File: src/rtl/aes_gcm_sequencer.sv
// aes_gcm_sequencer: drives one shared AES core through the GCM request
// order for a single message: H = E(K,0), then E(K,J0), then N counter
// blocks E(K,IV||ctr) handed out as a keystream with valid/ready.
// Optional build macro GCM_H_CACHE_EN adds i_h_reuse, which lets a start
// skip the H request once H has been computed since reset.
// CTR_INIT sets the first counter word; it is only overridden to preset the
// counter near its wrap point.
module aes_gcm_sequencer #(
    parameter int unsigned NB_W     = 16,
    parameter logic [31:0] CTR_INIT = 32'h0000_0002
) (
    input  logic            clk,
    input  logic            rst_n,
    input  logic            i_start,
    input  logic [95:0]     i_iv,
    input  logic [NB_W-1:0] i_num_blocks,
`ifdef GCM_H_CACHE_EN
    input  logic            i_h_reuse,
`endif
    input  logic            i_aes_ready,
    output logic            o_aes_en,
    output logic [127:0]    o_aes_block,
    input  logic            i_aes_valid,
    input  logic [127:0]    i_aes_out,
    output logic [127:0]    o_h,
    output logic            o_h_valid,
    output logic [127:0]    o_ek_j0,
    output logic            o_ek_j0_valid,
    output logic [127:0]    o_ks,
    output logic            o_ks_valid,
    input  logic            i_ks_ready,
    output logic            o_busy,
    output logic            o_done
);

    localparam logic [3:0] IDLE     = 4'd0;
    localparam logic [3:0] H_REQ    = 4'd1;
    localparam logic [3:0] H_WAIT   = 4'd2;
    localparam logic [3:0] J0_REQ   = 4'd3;
    localparam logic [3:0] J0_WAIT  = 4'd4;
    localparam logic [3:0] CTR_REQ  = 4'd5;
    localparam logic [3:0] CTR_WAIT = 4'd6;
    localparam logic [3:0] KS_HOLD  = 4'd7;
    localparam logic [3:0] DONE     = 4'd8;

    localparam logic [NB_W-1:0] ONE_BLK = {{(NB_W-1){1'b0}}, 1'b1};

    logic [3:0]      state;
    logic [95:0]     iv_q;
    logic [NB_W-1:0] remaining;
    logic [31:0]     ctr;
    logic            skip_h;

`ifdef GCM_H_CACHE_EN
    logic h_cached;

    // H-cache flag: set on every H capture, cleared only by reset
    always_ff @(posedge clk or negedge rst_n) begin
        if (!rst_n) begin
            h_cached <= 1'b0;
        end else if (state == H_WAIT && i_aes_valid) begin
            h_cached <= 1'b1;
        end
    end

    assign skip_h = i_h_reuse & h_cached;
`else
    assign skip_h = 1'b0;
`endif

    assign o_busy = (state != IDLE);

    // Request block and strobe; the block is held through the matching WAIT
    // state, and the strobe fires in the first REQ cycle the core is ready
    always_comb begin
        o_aes_block = '0;
        o_aes_en    = 1'b0;
        case (state)
            H_REQ: begin
                o_aes_en = i_aes_ready;
            end
            J0_REQ: begin
                o_aes_block = {iv_q, 32'h0000_0001};
                o_aes_en    = i_aes_ready;
            end
            J0_WAIT: begin
                o_aes_block = {iv_q, 32'h0000_0001};
            end
            CTR_REQ: begin
                o_aes_block = {iv_q, ctr};
                o_aes_en    = i_aes_ready;
            end
            CTR_WAIT: begin
                o_aes_block = {iv_q, ctr};
            end
            default: begin
                o_aes_block = '0;
                o_aes_en    = 1'b0;
            end
        endcase
    end

    // Sequencer FSM with result capture and keystream handshake
    always_ff @(posedge clk or negedge rst_n) begin
        if (!rst_n) begin
            state         <= IDLE;
            iv_q          <= '0;
            remaining     <= '0;
            ctr           <= '0;
            o_h           <= '0;
            o_h_valid     <= 1'b0;
            o_ek_j0       <= '0;
            o_ek_j0_valid <= 1'b0;
            o_ks          <= '0;
            o_ks_valid    <= 1'b0;
            o_done        <= 1'b0;
        end else begin
            o_h_valid <= 1'b0;
            o_done    <= 1'b0;
            case (state)
                IDLE: begin
                    if (i_start) begin
                        iv_q          <= i_iv;
                        remaining     <= i_num_blocks;
                        ctr           <= CTR_INIT;
                        o_ek_j0_valid <= 1'b0;
                        state         <= skip_h ? J0_REQ : H_REQ;
                    end
                end
                H_REQ: begin
                    if (i_aes_ready) state <= H_WAIT;
                end
                H_WAIT: begin
                    if (i_aes_valid) begin
                        o_h       <= i_aes_out;
                        o_h_valid <= 1'b1;
                        state     <= J0_REQ;
                    end
                end
                J0_REQ: begin
                    if (i_aes_ready) state <= J0_WAIT;
                end
                J0_WAIT: begin
                    if (i_aes_valid) begin
                        o_ek_j0       <= i_aes_out;
                        o_ek_j0_valid <= 1'b1;
                        if (remaining != '0) begin
                            state <= CTR_REQ;
                        end else begin
                            state  <= DONE;
                            o_done <= 1'b1;
                        end
                    end
                end
                CTR_REQ: begin
                    if (i_aes_ready) state <= CTR_WAIT;
                end
                CTR_WAIT: begin
                    if (i_aes_valid) begin
                        o_ks       <= i_aes_out;
                        o_ks_valid <= 1'b1;
                        state      <= KS_HOLD;
                    end
                end
                KS_HOLD: begin
                    if (i_ks_ready) begin
                        o_ks_valid <= 1'b0;
                        ctr        <= ctr + 32'd1;
                        remaining  <= remaining - ONE_BLK;
                        if (remaining == ONE_BLK) begin
                            state  <= DONE;
                            o_done <= 1'b1;
                        end else begin
                            state <= CTR_REQ;
                        end
                    end
                end
                DONE: begin
                    state <= IDLE;
                end
                default: begin
                    state <= IDLE;
                end
            endcase
        end
    end

endmodule

File: config.mk
export PLATFORM = sky130hd
export DESIGN_NAME = aes_gcm_sequencer
export DESIGN_NICKNAME = d
export VERILOG_FILES = /design/src/rtl/aes_gcm_sequencer.sv
export SDC_FILE = /design/constraint.sdc
export NUM_CORES = 1
export LEC_CHECK = 0
export CORE_AREA = 4 4 298 300
export CTS_CLUSTER_DIAMETER = 40
export CTS_CLUSTER_SIZE = 28
export DETAILED_ROUTE_END_ITERATION = 10
export DIE_AREA = 0 0 302 304
export PLACE_DENSITY = 0.58
export SYNTH_ARGS = -nofsm -noshare
export SYNTH_HDL_FRONTEND = slang
export SYNTH_SLANG_ARGS = --single-unit
File: constraint.sdc
create_clock -name clk -period 6.1 [get_ports clk]
set_input_delay 0.61 -clock clk [delete_from_list [all_inputs] [get_ports clk]]
set_output_delay 0.61 -clock clk [all_outputs]
set_load 0.005 [all_outputs]
==> impl_results.md, run 1 <==
* Fraction of registers with async set/reset at between 90% and 100%
* RePlAce Congestion at ~0.88
* Minimum clock period at 3850 ps
* Status: completed
* Cell Rows at approximately 110
* Latest clock arrival within the worst-skew pair at roughly 630 ps
* Critical path arrival at 3240 ps
* Initial core utilization at 25.4%
* Maximum vdd ir drop at roughly 340 uV
* First-pass GRT wire length at 113000 um
* P_leak at 14.4 nW
* Critical Path Stages at 6
* Buffers and inverters on the worst path at 2
* Root Buffer: clkbuf_16
* Num CTS Buffers at a little under 90
* # nets final at about 2800
* Number of synthesis warnings at 0
* Final Cycle Share at roughly 63%
* Synthesized instance count at ~1700
* Worst EP required at around 5500 ps
* Total Power at 19.0 mW
* Drt first pass iters at 5
* Fmax at roughly 0.26 GHz
* CP startpoint: state[0]$_DFFE_PN0P_
* Detailed-route via count at approximately 17000
* # clock sinks at between 500 and 600
* R2R cell count at 5
* Top Family by Delay on Critical Path: buffers and inverters
* Core footprint at approximately 86000 sq um
* Syn_area_per_cell at around 13 sq um
* CP endpoint kind: output port
* Worst setup margin at 2250 ps
* Setup WS pre-CTS at about 2800 ps
* RSZ-0062 raised after global routing: false
* Final antenna-violating net count at 0
* Slew Viols, Final at 0
* Number of DRC markers in iteration 0 at just under 700
* Placed cell area at slightly above 30000 sq um
* Max-cap violations at 0
* Share of cells above drive strength 1 at between 20% and 30%
* Initial antenna violation count at 1
* Post-CTS setup buffers at 0
* Final instance area at 34000 sq um
* Vias in the first global route at 18090
* Synth Net Count at 1998
* Power Dens Cells at 559 nW/um^2
* GRT Resource Usage Total at between 10% and 20%
* I/O Pins at around 760
* Reg2reg end: iv_q[88]$_DFFE_PN0P_
* #FFs+latches synth at about 540
* CP Class: reg2out
* Final clock skew at 28.7 ps
* WHS at 51.1 ps
* R2R setup slack at about 2800 ps
* DRC Markers at 0
* P&R area growth vs syn at 55.4%
* Worst-path fanout max at 82
* Hpwl dp at between 50000 and 60000 um
* Worst setup endpoint: o_aes_block[93]
* Cts repair resizes at 0
* Max stage delay on crit path at 610 ps
* Least-Margin Pin Slew at roughly 1200 ps
* Final setup fails at 0
* Number of synthesized flops with an enable pin at 0
* Pin count of the biggest net entering global routing at 176
* Die area at slightly above 90000 sq um
* Post-route setup TNS at 0 ps
* Total Wirelength at 74900 um
* R2r startpoint: state[2]$_DFFE_PN0P_
* Synth unique cells at 56
* Cell area after synthesis at about 22000 sq um
* Die Width at approximately 300 um
* Post-synth top flop: dfrtp_1
* Global route total overflow at 0
* DR vias/cell at 4.44
* Worst path cell trace: nand2_1, xor2_1, nor2_4, buf_4, and2_1, clkdlybuf4s50_1
* Hold-fix buffers at CTS at 0
* Slowest cell on crit path: dfrtp_1
* CP startpoint kind: flip-flop
* Relative slew slack at 18.2%
* Wire per inst at about 20 um
* CTS tree: done
* Clk pin slew, worst setup/hold paths at about 50 ps
* Seq/Total Area, Yosys at approximately 61%
* H-tree Lvls at 3
* Clock Path Buffers at 3
* Worst Hold Class: in2async
* Port Buf Inserts at approximately 760
* Die Y-Extent at 304 um
* Final Hold Viols at 0
==> layout by cell type, fill, tap and decap left out, drive strengths merged, types with 18 or more instances in the layout <==
cell,count
o21ai,20
nor2,19
dfrtp,536
clkdlybuf4s50,762
nand2,327
clkinv,22
and2,130
clkbuf,105
or4,19
mux2,384
a21oi,36
nand3,18
inv,25
==> metal layers <==
metal  track usage [%]  wire length (um)  share of wire, %
met5                 0                 0                 0
met4              5.22              2010               2.7
met3              7.10              8180                11
met2              28.1             38100                51
met1              16.4             26600                36
==> worst min-delay path by stage <==
stage	slack [ps]	to	from	cells past startpoint
final	50	iv_q[7]$_DFFE_PN0P_	rst_n	1
after global routing	110	iv_q[7]$_DFFE_PN0P_	rst_n	1
after CTS	50	o_ek_j0[8]$_DFFE_PN0P_	rst_n	1
after detailed placement	460	iv_q[30]$_DFFE_PN0P_	iv_q[30]$_DFFE_PN0P_	2
after global placement	450	iv_q[0]$_DFFE_PN0P_	iv_q[0]$_DFFE_PN0P_	2
after floorplan	310	ctr[0]$_DFFE_PN0P_	rst_n	0
==> through the flow <==
stage | util (%) | instances
2_1_floorplan | - | 1749
3_3_place_gp | 35.7 | 3577
3_5_place_dp | 35.7 | 3577
4_1_cts | 39.4 | 3738
5_1_grt | 39.4 | 3738
6_report | 39.5 | 3739
==> layout make-up <==
type	count	area [sq um]
Clock buffer	105	2410
Antenna cell	1	2.50
Inverter	12	45.0
Multi-Input combinational cell	1096	8050
Timing Repair Buffer	778	7800
Clock inverter	56	841
Fill cell	8279	52200
Sequential cell	536	13400
Tap cell	1155	1450
==> kinds of logic (layout without fill, tap and decap cells) <==
group,after synthesis,after routing,share of synthesized area [%]
and+or+nand+nor,583,583,12.8
buffers and inverters,117,951,2.08
DFF,536,536,61.3
muxes,393,393,20.2
adders and majority gates,4,4,0.217
other,0,1,0
AOI/OAI and AO/OA,111,111,3.27
xor gates and xnor gates,5,5,0.200
==> report_power, final <==
part	internal, mW	switching (mW)	leakage [nW]
combinational	4.55	2.75	6.27
sequential	5.27	1.08	6.58
clock	3.46	1.88	1.57
total	13.3	5.71	14.4
==> worst reg2reg max path, cell delays in order (launching register included) <==
cell	delay (ps)
dfrtp_1	570
nor4_1	870
and2_4	680
buf_4	710
nand2_1	280
nand2_1	110
==> state kept, by name, indices dropped and copies added, names as in the netlist <==
| register | flops |
|---|---|
| o_ek_j0 | 128 |
| o_h | 128 |
| o_ks | 128 |
| iv_q | 96 |
| ctr | 32 |
| remaining | 16 |
| state | 4 |
| o_done | 1 |
| o_ek_j0_valid | 1 |
| o_h_valid | 1 |
| o_ks_valid | 1 |
==> Yosys cell counts, types with 4 or more instances <==
cell / number / area [sq um]
a21oi_1: 36 / 180
a22oi_1: 5 / 37.5
a2bb2oi_1: 4 / 35.0
and2_1: 130 / 813
buf_1: 7 / 26.3
clkbuf_1: 95 / 357
dfrtp_1: 536 / 13400
inv_1: 12 / 45.0
mux2_2: 384 / 4320
mux2i_1: 9 / 90.1
nand2_1: 327 / 1230
nand2b_1: 10 / 62.6
nand3_1: 18 / 90.1
nand4_1: 12 / 75.1
nor2_1: 19 / 71.3
nor3_1: 13 / 65.1
nor4_1: 13 / 81.3
o21ai_0: 20 / 100
o22ai_1: 5 / 31.3
o31ai_1: 15 / 113
or3_1: 4 / 25.0
or4_1: 19 / 143
(Power assumes the default switching activity.)
==> run 2, diff against run 1 <==
- PLACE_DENSITY: 0.58 -> 0.6
- clock period: 6.1 -> 3.4 ns (I/O delays scaled with it)
==> run 2 against run 1 <==
Net effect:
- register-to-register slack got worse by 2200 ps
- global-route usage increased by 0.39 points
- count of clock-buffer cells in the layout increased by 9
- highest routed layer is now met5
==> impl_results.md, run 2 (synthesis gave the netlist of run 1 again) <==
* Num CTS Buffers at 91 (+2.2%)
* Total Power at 34.4 mW (+81%)
* Final instance area at 34300 sq um (+0.79%)
* # clock sinks at 536 (unchanged)
* Root Buffer: clkbuf_16
* WHS at 237 ps (+186 ps)
* Max-cap violations at 0 (unchanged)
* Initial antenna violation count at 2 (+1)
* Final Cycle Share at between 90% and 100%
* Number of DRC markers in iteration 0 at 881 (+30%)
* Vias in the first global route at 18148 (+0.32%)
* Placed cell area at 31000 sq um (+0.78%)
* Number of fill cells in the layout at 8212 (-0.81%)
* Worst path cell trace: nand2_1, xor2_2, nor2_4, buf_12, buf_12, and2_1, clkdlybuf4s50_1
* R2R setup slack at 600 ps (-2220 ps)
* Final setup fails at 0 (unchanged)
* Fmax at about 0.31 GHz
* Die area at 91800 sq um (unchanged)
* Pin count of the biggest net entering global routing at 91 (-48%)
* Worst EP required at 3060 ps (-2430 ps)
* DR vias/cell at 4.46 (+0.42%)
* CP endpoint kind: output port
* ANT cells at 0 (-1)
* Core footprint at 86200 sq um (unchanged)
* Most common cell after layout, fill and taps aside: clkdlybuf4s50_1
* Slowest cell on crit path: dfrtp_1
* Max stage delay on crit path at 600 ps (about the same)
* Share of cells above drive strength 1 at 22.7% (+0.77 points)
* Least-Margin Pin Slew at 860 ps (-367 ps)
* Most frequent cells in the layout: 762 x clkdlybuf4s50_1, 535 x dfrtp_1, 384 x mux2_2
* Status: completed
* # nets final at 2786 (+0.87%)
* Final Hold Viols at 0 (unchanged)
* RSZ-0062 raised after global routing: false
* Buffers and inverters on the worst path at 3 (+1)
* Die Y-Extent at 304 um (unchanged)
* RePlAce Congestion at 0.920 (+4.0%)
* I/O Pins at 764 (unchanged)
* Port Buf Inserts at 763 (unchanged)
* Most Frequent Cell on Critical Path: buf_12
* P&R area growth vs syn at 56.6%
* CP Class: reg2out
* Detailed-route via count at 16802 (+1.1%)
* Initial core utilization at 25.4% (unchanged)
* Clock Path Buffers at 3 (unchanged)
* DRC Markers at 0 (unchanged)
* CP startpoint kind: flip-flop
* First-pass GRT wire length at 115000 um (+1.9%)
* Top Family by Delay on Critical Path: buffers and inverters
* Clk pin slew, worst setup/hold paths at 50 ps (about the same)
* Worst Hold Class: in2reg
* GRT Resource Usage Total at 16.2% (+0.39 points)
* Worst setup margin at 196 ps (-2060 ps)
* Relative slew slack at 42.1% (+24 points)
* Critical path arrival at 2860 ps (-380 ps)
* Final antenna-violating net count at 0 (unchanged)
* Minimum clock period at around 3200 ps
* CTS tree: done
* Regs by FF count: o_ek_j0 x128, o_h x128, o_ks x128
* Final clock skew at 22.5 ps (-6.18 ps)
* Power Dens Cells at 1000 nW/um^2 (+80%)
* H-tree Lvls at 3 (unchanged)
* Global route total overflow at 0 (unchanged)
* Wire per inst at 20.4 um (+1.7%)
* Hpwl dp at 56800 um (+5.4%)
* Worst-path fanout max at 62 (-24%)
* Drt first pass iters at 5 (unchanged)
* Die Width at 302 um (unchanged)
* Latest clock arrival within the worst-skew pair at 630 ps (about the same)
* Setup WS pre-CTS at 377 ps (-2390 ps)
* Cell Rows at 108 (unchanged)
* Slew Viols, Final at 0 (unchanged)
* Total Wirelength at 76700 um (+2.4%)
* Maximum vdd ir drop at 587 uV (+71%)
* Post-route setup TNS at 0 ps (unchanged)
* P_leak at 14.6 nW (+1.1%)
## run 2: cell types whose count changed in the layout (fill, tap and decap cells not counted), sizes merged
| cell | previous run | this run |
|---|---|---|
| buf | 16 | 36 |
| bufinv | 14 | 9 |
| clkbuf | 105 | 114 |
| clkinv | 22 | 26 |
| clkinvlp | 7 | 6 |
| diode | 1 | 0 |
| dlygate4sd3 | 0 | 1 |
| inv | 25 | 23 |
| nor2 | 19 | 20 |
## run 2: worst paths after layout
path	startpoint	to	cells after the start
worst max-delay path	state[1]$_DFFE_PN0P_	o_aes_block[91]	7
worst min-delay path	i_iv[47]	iv_q[47]$_DFFE_PN0P_	3
worst max register to register	state[2]$_DFFE_PN0P_	ctr[25]$_DFFE_PN0P_	4
worst min register to register	iv_q[92]$_DFFE_PN0P_	iv_q[92]$_DFFE_PN0P_	2
max in group asynchronous	rst_n	o_ks[119]$_DFFE_PN0P_	3
min in group asynchronous	rst_n	o_ks[47]$_DFFE_PN0P_	2
## run 2: through the flow
step                std cells  utilization (%)
floorplan                1749                -
detailed placement       3594             36.0
finish                   3765             39.8
global route             3765             39.8
CTS                      3765             39.7
global placement         3594             36.0
## run 2: timing repair
| item | 4_1_cts | 5_1_grt |
|---|---|---|
| pin swaps | 1 | 0 |
| endpoints found under the setup margin | 62 | 64 |
| hold endpoints to repair | 72 | 0 |
| hold buffers | 1 | 0 |
| gates resized for setup | 0 | 3 |
| setup buffers | 3 | 0 |
| cloned | 1 | 0 |
## run 2: worst min-delay path: cells and delay by family
kind                   cells  cell delay (ps)
AND/OR/NAND/NOR            2              100
buffers and inverters      1              390
## run 2: cell type report
| type | instances | area [sq um] | share of cell area, % |
|---|---|---|---|
| sequential | 536 | 13400 | 39.1 |
| clock inverter | 52 | 659 | 1.92 |
| tap | 1155 | 1450 | 4.22 |
| inverter | 12 | 45.0 | 0.131 |
| multi-input combinational | 1097 | 8070 | 23.5 |
| timing repair buffer | 799 | 8090 | 23.6 |
| clock buffer | 114 | 2560 | 7.46 |
## run 2: layer usage
metal	global-route usage, %	share of wire [%]	wire length (um)	vias to the layer above
met5	0	0.035	27	-
met4	5.56	3.0	2340	4
met3	6.30	9.8	7500	120
met2	27.8	49	37600	708
met1	18.2	38	29200	8367
li1	-	-	-	7603
## run 2: power breakdown
group	switching (mW)	internal (mW)
logic	5.19	8.36
registers	1.98	9.46
clock network	3.35	6.07
